### config.mk
export PLATFORM = sky130hd
export DESIGN_NAME = wb_xbar_n
export DESIGN_NICKNAME = d
export VERILOG_FILES = /design/src/rtl/wb_xbar_pkg.sv /design/src/rtl/wb_addr_decoder.sv /design/src/rtl/wb_xbar_n.sv
export SDC_FILE = /design/constraint.sdc
export NUM_CORES = 1
export LEC_CHECK = 0
export CORE_AREA = 4 4 138 140
export CTS_BUF_LIST = sky130_fd_sc_hd__clkbuf_8
export DETAILED_ROUTE_END_ITERATION = 10
export DIE_AREA = 0 0 142 144
export PLACE_DENSITY = 0.86
export SLEW_MARGIN = 20
export SYNTH_ARGS = -nofsm -noshare
export SYNTH_HDL_FRONTEND = slang
export SYNTH_SLANG_ARGS = --single-unit
### constraint.sdc
create_clock -name clk -period 2.4 [get_ports clk]
set_clock_uncertainty 0.05 [all_clocks]
set_input_delay 0.36 -clock clk [delete_from_list [all_inputs] [get_ports clk]]
set_output_delay 0.36 -clock clk [all_outputs]
set_load 0.1 [all_outputs]
### src/rtl/wb_xbar_pkg.sv
// Shared types and the default rv32i SoC address map for the Wishbone 1-to-N router.
package wb_xbar_pkg;

    typedef enum logic [1:0] {
        IDLE   = 2'd0,
        ACTIVE = 2'd1,
        RESP   = 2'd2
    } xbar_state_e;

    localparam logic [31:0] IMEM_BASE = 32'h0000_0000;
    localparam logic [31:0] IMEM_MASK = 32'hFFFF_F000;
    localparam logic [31:0] DMEM_BASE = 32'h8000_0000;
    localparam logic [31:0] DMEM_MASK = 32'hFFFF_F000;
    localparam logic [31:0] UART_BASE = 32'h2000_0000;
    localparam logic [31:0] UART_MASK = 32'hFFFF_FF00;
    localparam logic [31:0] GPIO_BASE = 32'h2000_0100;
    localparam logic [31:0] GPIO_MASK = 32'hFFFF_FF00;
    localparam logic [31:0] SPI_BASE  = 32'h2000_0200;
    localparam logic [31:0] SPI_MASK  = 32'hFFFF_FF00;

    // Slave index width; a single-slave build still gets a 1-bit index.
    function automatic int clog2(input int n);
        return (n <= 1) ? 1 : $clog2(n);
    endfunction

endpackage

### src/rtl/wb_addr_decoder.sv
// Combinational mask/base address match with lowest-index-wins priority.
module wb_addr_decoder
    import wb_xbar_pkg::*;
#(
    parameter int NUM_SLAVES = 5,
    parameter int ADDR_W     = 32,
    parameter int IDX_W      = clog2(NUM_SLAVES),
    parameter logic [NUM_SLAVES*ADDR_W-1:0] SLAVE_BASE = '0,
    parameter logic [NUM_SLAVES*ADDR_W-1:0] SLAVE_MASK = '0
) (
    input  logic [ADDR_W-1:0] i_adr,
    output logic              o_hit,
    output logic [IDX_W-1:0]  o_idx
);

    logic [NUM_SLAVES-1:0] w_match;

    for (genvar g = 0; g < NUM_SLAVES; g++) begin : g_match
        assign w_match[g] = ((i_adr & SLAVE_MASK[g*ADDR_W +: ADDR_W])
                             == SLAVE_BASE[g*ADDR_W +: ADDR_W]);
    end

    // Scan from the top down so the lowest matching index is the last one written.
    always_comb begin
        o_hit = |w_match;
        o_idx = '0;
        for (int i = NUM_SLAVES - 1; i >= 0; i--) begin
            o_idx = w_match[i] ? IDX_W'(i) : o_idx;
        end
    end

endmodule

### src/rtl/wb_xbar_n.sv
// Wishbone classic 1-master-to-N-slave router with registered request/response,
// decode-error termination, a per-transfer watchdog and master-abort handling.
module wb_xbar_n
    import wb_xbar_pkg::*;
#(
    parameter int NUM_SLAVES     = 5,
    parameter int ADDR_W         = 32,
    parameter int DATA_W         = 32,
    parameter int TIMEOUT_CYCLES = 255,
    parameter logic [NUM_SLAVES*ADDR_W-1:0] SLAVE_BASE =
        {SPI_BASE, GPIO_BASE, UART_BASE, DMEM_BASE, IMEM_BASE},
    parameter logic [NUM_SLAVES*ADDR_W-1:0] SLAVE_MASK =
        {SPI_MASK, GPIO_MASK, UART_MASK, DMEM_MASK, IMEM_MASK}
) (
    input  logic                         clk,
    input  logic                         reset_n,
    input  logic [ADDR_W-1:0]            wbm_adr_i,
    input  logic [DATA_W-1:0]            wbm_dat_i,
    input  logic [DATA_W/8-1:0]          wbm_sel_i,
    input  logic                         wbm_we_i,
    input  logic                         wbm_cyc_i,
    input  logic                         wbm_stb_i,
    output logic [DATA_W-1:0]            wbm_dat_o,
    output logic                         wbm_ack_o,
    output logic                         wbm_err_o,
    output logic [ADDR_W-1:0]            wbs_adr_o,
    output logic [DATA_W-1:0]            wbs_dat_o,
    output logic [DATA_W/8-1:0]          wbs_sel_o,
    output logic                         wbs_we_o,
    output logic [NUM_SLAVES-1:0]        wbs_cyc_o,
    output logic [NUM_SLAVES-1:0]        wbs_stb_o,
    input  logic [NUM_SLAVES*DATA_W-1:0] wbs_dat_i,
    input  logic [NUM_SLAVES-1:0]        wbs_ack_i,
    input  logic [NUM_SLAVES-1:0]        wbs_err_i,
    output logic                         busy_o,
    output logic                         timeout_o
);

    localparam int IDX_W = clog2(NUM_SLAVES);
    localparam int CNT_W = (TIMEOUT_CYCLES > 1) ? $clog2(TIMEOUT_CYCLES) : 1;
    localparam logic [CNT_W-1:0] CNT_LAST = CNT_W'(TIMEOUT_CYCLES - 1);

    xbar_state_e              r_state, w_state_nxt;
    logic [CNT_W-1:0]         r_cnt, w_cnt_nxt;
    logic [IDX_W-1:0]         r_idx, w_idx_nxt;
    logic [ADDR_W-1:0]        r_adr, w_adr_nxt;
    logic [DATA_W-1:0]        r_wdat, w_wdat_nxt;
    logic [DATA_W/8-1:0]      r_sel, w_sel_nxt;
    logic                     r_we, w_we_nxt;
    logic [NUM_SLAVES-1:0]    r_cs, w_cs_nxt;
    logic [DATA_W-1:0]        r_rdat, w_rdat_nxt;
    logic                     r_ack, w_ack_nxt;
    logic                     r_err, w_err_nxt;
    logic                     r_tmo, w_tmo_nxt;
    logic                     r_busy;
    logic                     w_hit, w_req, w_s_ack, w_s_err, w_expired;
    logic [IDX_W-1:0]         w_dec_idx;

    wb_addr_decoder #(
        .NUM_SLAVES (NUM_SLAVES),
        .ADDR_W     (ADDR_W),
        .IDX_W      (IDX_W),
        .SLAVE_BASE (SLAVE_BASE),
        .SLAVE_MASK (SLAVE_MASK)
    ) u_dec (
        .i_adr (wbm_adr_i),
        .o_hit (w_hit),
        .o_idx (w_dec_idx)
    );

    assign w_req     = wbm_cyc_i & wbm_stb_i;
    assign w_s_ack   = wbs_ack_i[r_idx];
    assign w_s_err   = wbs_err_i[r_idx];
    assign w_expired = (r_cnt == CNT_LAST);

    // State register.
    always_ff @(posedge clk) begin
        if (!reset_n) begin
            r_state <= IDLE;
        end else begin
            r_state <= w_state_nxt;
        end
    end

    // Next-state logic; abort outranks err, err outranks ack, ack outranks timeout.
    always_comb begin
        w_state_nxt = r_state;
        case (r_state)
            IDLE: begin
                if (w_req) begin
                    w_state_nxt = w_hit ? ACTIVE : RESP;
                end else begin
                    w_state_nxt = IDLE;
                end
            end
            ACTIVE: begin
                if (!wbm_cyc_i) begin
                    w_state_nxt = IDLE;
                end else if (w_s_err || w_s_ack || w_expired) begin
                    w_state_nxt = RESP;
                end else begin
                    w_state_nxt = ACTIVE;
                end
            end
            RESP:    w_state_nxt = IDLE;
            default: w_state_nxt = IDLE;
        endcase
    end

    // Next values of the registered outputs and latched request.
    always_comb begin
        w_cnt_nxt  = '0;
        w_idx_nxt  = r_idx;
        w_adr_nxt  = r_adr;
        w_wdat_nxt = r_wdat;
        w_sel_nxt  = r_sel;
        w_we_nxt   = r_we;
        w_cs_nxt   = '0;
        w_rdat_nxt = r_rdat;
        w_ack_nxt  = 1'b0;
        w_err_nxt  = 1'b0;
        w_tmo_nxt  = 1'b0;
        case (r_state)
            IDLE: begin
                if (w_req && w_hit) begin
                    w_idx_nxt  = w_dec_idx;
                    w_adr_nxt  = wbm_adr_i;
                    w_wdat_nxt = wbm_dat_i;
                    w_sel_nxt  = wbm_sel_i;
                    w_we_nxt   = wbm_we_i;
                    w_cs_nxt   = NUM_SLAVES'(1'b1) << w_dec_idx;
                end else if (w_req) begin
                    w_err_nxt = 1'b1;
                end else begin
                    w_cs_nxt = '0;
                end
            end
            ACTIVE: begin
                if (!wbm_cyc_i) begin
                    w_cs_nxt = '0;
                end else if (w_s_err) begin
                    w_err_nxt = 1'b1;
                end else if (w_s_ack) begin
                    w_ack_nxt  = 1'b1;
                    w_rdat_nxt = r_we ? r_rdat : wbs_dat_i[r_idx*DATA_W +: DATA_W];
                end else if (w_expired) begin
                    w_err_nxt = 1'b1;
                    w_tmo_nxt = 1'b1;
                end else begin
                    w_cs_nxt  = r_cs;
                    w_cnt_nxt = r_cnt + CNT_W'(1);
                end
            end
            RESP:    w_cs_nxt = '0;
            default: w_cs_nxt = '0;
        endcase
    end

    // Output and datapath registers.
    always_ff @(posedge clk) begin
        if (!reset_n) begin
            r_cnt  <= '0;
            r_idx  <= '0;
            r_adr  <= '0;
            r_wdat <= '0;
            r_sel  <= '0;
            r_we   <= 1'b0;
            r_cs   <= '0;
            r_rdat <= '0;
            r_ack  <= 1'b0;
            r_err  <= 1'b0;
            r_tmo  <= 1'b0;
            r_busy <= 1'b0;
        end else begin
            r_cnt  <= w_cnt_nxt;
            r_idx  <= w_idx_nxt;
            r_adr  <= w_adr_nxt;
            r_wdat <= w_wdat_nxt;
            r_sel  <= w_sel_nxt;
            r_we   <= w_we_nxt;
            r_cs   <= w_cs_nxt;
            r_rdat <= w_rdat_nxt;
            r_ack  <= w_ack_nxt;
            r_err  <= w_err_nxt;
            r_tmo  <= w_tmo_nxt;
            r_busy <= (w_state_nxt != IDLE);
        end
    end

    assign wbm_dat_o = r_rdat;
    assign wbm_ack_o = r_ack;
    assign wbm_err_o = r_err;
    assign wbs_adr_o = r_adr;
    assign wbs_dat_o = r_wdat;
    assign wbs_sel_o = r_sel;
    assign wbs_we_o  = r_we;
    assign wbs_cyc_o = r_cs;
    assign wbs_stb_o = r_cs;
    assign busy_o    = r_busy;
    assign timeout_o = r_tmo;

endmodule

==> results by group <==
Detailed routing
  – Initial DRT Pass Iterations: 6
  – Detailed Route Iter0 Violations: 285
  – Vias: 6520
  – Residual DRC count: 0
  – WL per Instance: 17.1 µm
  – Vias/cell: 5.04
  – Routed WL: 22100 µm
  – Final antenna-violating net count: 0

Synthesis
  – FFs w/ async S/R, synth: 0%
  – Mux contribution to synthesized area: 16.5%
  – Post-synth cell types: 41
  – Post-Syn Instances: 716
  – Xor and xnor area share after synthesis: 0.863%
  – Synth top area share: 40.4%
  – Seq cells post-synth: 123
  – Area of the mapped netlist: 6090 µm²
  – Main combinational cell family by area after synthesis: simple AND/OR/NAND/NOR gates
  – Dominant cell type by area after synthesis: dfxtp_1
  – Synth Warn #: 0
  – Adder and majority gate portion of the synthesized area: 0.411%
  – Compound-Gate Fraction of Synth Area: 9.24%
  – Synthesized Nets: 961
  – Simple-gate portion of the synthesized area: 27.1%
  – Number of synthesized flops with an enable pin: 0
  – Ys flop type: dfxtp_1
  – Sequential-to-total area share from yosys stat: 40.4%
  – Syn Area/Cell: 8.51 µm²
  – Area contributors post-synth: dfxtp_1 40%, mux2i_1 16%, nand3_1 8.8%

Place
  – I/O Buffers: 357
  – Post-DP HPWL: 16700 µm
  – Pre-CTS WS: -0.121 ns
  – Final weighted congestion in routability-driven placement: 0.811

Floorplanning
  – Die Span X: 142 µm
  – Core Box Area: 17800 µm²
  – Row count: 49
  – Initial Util: 34.1%
  – Die Y: 144 µm
  – Top Ports: 358
  – Die area: 20400 µm²

Critical path
  – Worst Path Max Fanout: 32
  – Crit end category: flip-flop
  – Startpoint Class: flip-flop
  – Data arrival, critical path: 2.39 ns
  – Critical path type: reg -> reg
  – WP data required: 2.65 ns

STA
  – Final Hold Vio Count: 0
  – Final Setup Violations: 0
  – Final slew viol count: 0
  – Fin worst setup slack: 0.256 ns
  – Maximum clock frequency: 0.466 GHz
  – Max-slew headroom: 54.4%
  – Final Cycle Share: 89.3%
  – Slew @ Worst Pin: 0.683 ns
  – Hold_ws: 0.337 ns
  – Unrepaired setup endpoints after global routing: false
  – Setup TNS: 0 ns
  – Final min period: 2.14 ns

Clocking
  – CTS Buf Count: 17
  – Worst-Skew Late Latency: 0.42 ns
  – Root Buffer: clkbuf_8
  – Worst-path clk slew: 0.07 ns
  – Post-CTS Repair Setup Buffers: 0
  – CTS Hold Bufs: 0
  – CTS sink count: 123
  – Post-CTS sizing: 0
  – H-tree depth: 4
  – CTS tree: done
  – Worst-case clock buffer depth: 2

Layout
  – Footprint of the multi-input gates: 3300 µm²
  – Layout cells sized above 1: 17.5%
  – Fin util: 56.5%
  – Area Overhead vs Synth: 65.5%
  – # nets final: 1298
  – Ant diodes: 0
  – Fillers: 1590
  – Register area: 2470 µm²

Min path
  – Hold WC Path Type: in -> reg

Run
  – Max-Cap Viols: 0

Global route
  – Total global-route track usage: 20.4%
  – Initial antenna violation count: 1
  – Total grt overflow: 0
  – First-pass GRT wire length: 33100 µm
  – Vias in the first global route: 6436
  – Largest net degree at the start of global routing: 97

Power
  – Maximum vdd drop: 363 µV
  – PD cells: 459 nW/µm²
  – Leakage: 4.29 nW
  – Total Power: 0.00462 W

Status
  – Run status: finished clean
==> where the power goes <==
part	total, W	internal, W	switching (W)	leakage [nW]
Clock	0.00198	0.00113	0.000844	0.207
Sequential	0.00204	0.00204	0.000000601	0.992
Combinational	0.000605	0.000423	0.000182	3.10
Total	0.00462	0.00360	0.00103	4.29
==> cells in the mapped netlist (2+ instances only) <==
cell type and instances:
nand4b_1 2, buf_1 7, ha_1 2, buf_2 8
nor4b_1 2, or2_2 2, dfxtp_1 123, o2bb2ai_1 3
nor4_1 4, inv_1 3, clkbuf_1 44, nor3_1 5
and2_1 2, xor2_1 5, o22ai_1 32, and3_1 21
nand2b_1 2, nand3b_1 37, nand4_1 3, o21a_1 32
nand2_1 124, mux2i_1 99, nor2_1 15, buf_4 8
buf_6 3, or3_1 4, nand3_1 107, a21oi_1 3
o21ai_0 2
==> worst max-delay path: stages (launching register included) <==
cell and delay [ns]:
dfxtp_1 0.48, mux2i_1 0.11, or3_1 0.33, and3_1 0.19, or3_2 0.48, buf_12 0.20
mux2i_1 0.15
==> placed cells by master (no fill, tap or decap), types with 4 or more instances in the layout <==
master,count
nor4_1,4
nand2_1,124
nand3_1,107
dfxtp_1,121
o21a_1,32
buf_12,6
nor3_1,5
clkbuf_8,21
and3_1,21
xor2_1,5
nand3b_1,37
nor2_1,15
mux2i_1,99
buf_4,141
o22ai_1,32
clkdlybuf4s50_1,241
==> routing by layer <==
metal / GRT usage, % / share of wire, % / vias up
met3: 7.01 / 9.5 / 35
met5: 0 / 0.059 / -
met2: 34.3 / 48 / 274
li1: - / - / 3197
met4: 7.07 / 2.3 / 2
met1: 24.4 / 40 / 3012
==> final cells by class <==
class                      count  share of cell area [%]
inverter                       3                   0.112
timing repair buffer         388                    35.6
clock inverter                 9                    1.35
sequential                   123                    24.5
tap                          229                    2.84
multi-input combinational    520                    32.7
clock buffer                  21                    2.87
==> registers in the layout, summed over array words and instances, names as in the netlist <==
signal	count
busy_o	1
r_cnt	8
r_idx	3
r_state	2
timeout_o	1
wbm_ack_o	1
wbm_dat_o	32
wbm_err_o	1
wbs_adr_o	32
wbs_cyc_o	5
wbs_dat_o	32
wbs_sel_o	4
wbs_we_o	1
==> path summary, 6_finish.rpt <==
kind	start	to	slack, ns	cells after the start
worst max register to register	r_idx[0]	wbm_dat_o[23]	0.26	6
worst min-delay path	reset_n	wbm_dat_o[1]	0.34	3
worst min register to register	wbs_dat_o[15]	wbs_dat_o[15]	0.40	2
worst max-delay path	r_idx[0]	wbm_dat_o[23]	0.26	6
==> through the flow <==
stage | instance area [µm²] | cells
finish | 10100 | 1293
global route | 10100 | 1293
CTS | 10100 | 1293
detailed placement | 9660 | 1263
global placement | 9660 | 1263
floorplan | 6090 | 716
==> kinds of logic (layout without fill, tap and decap cells) <==
family                     count (synthesis)  in the layout
and+or+nand+nor                          332            332
buffers and inverters                     73            421
DFF                                      123            123
AOI/OAI and AO/OA                         80             80
xor gates and xnor gates                   6              6
muxes                                    100            100
adders and majority gates                  2              2
(Power assumes the default switching activity.)
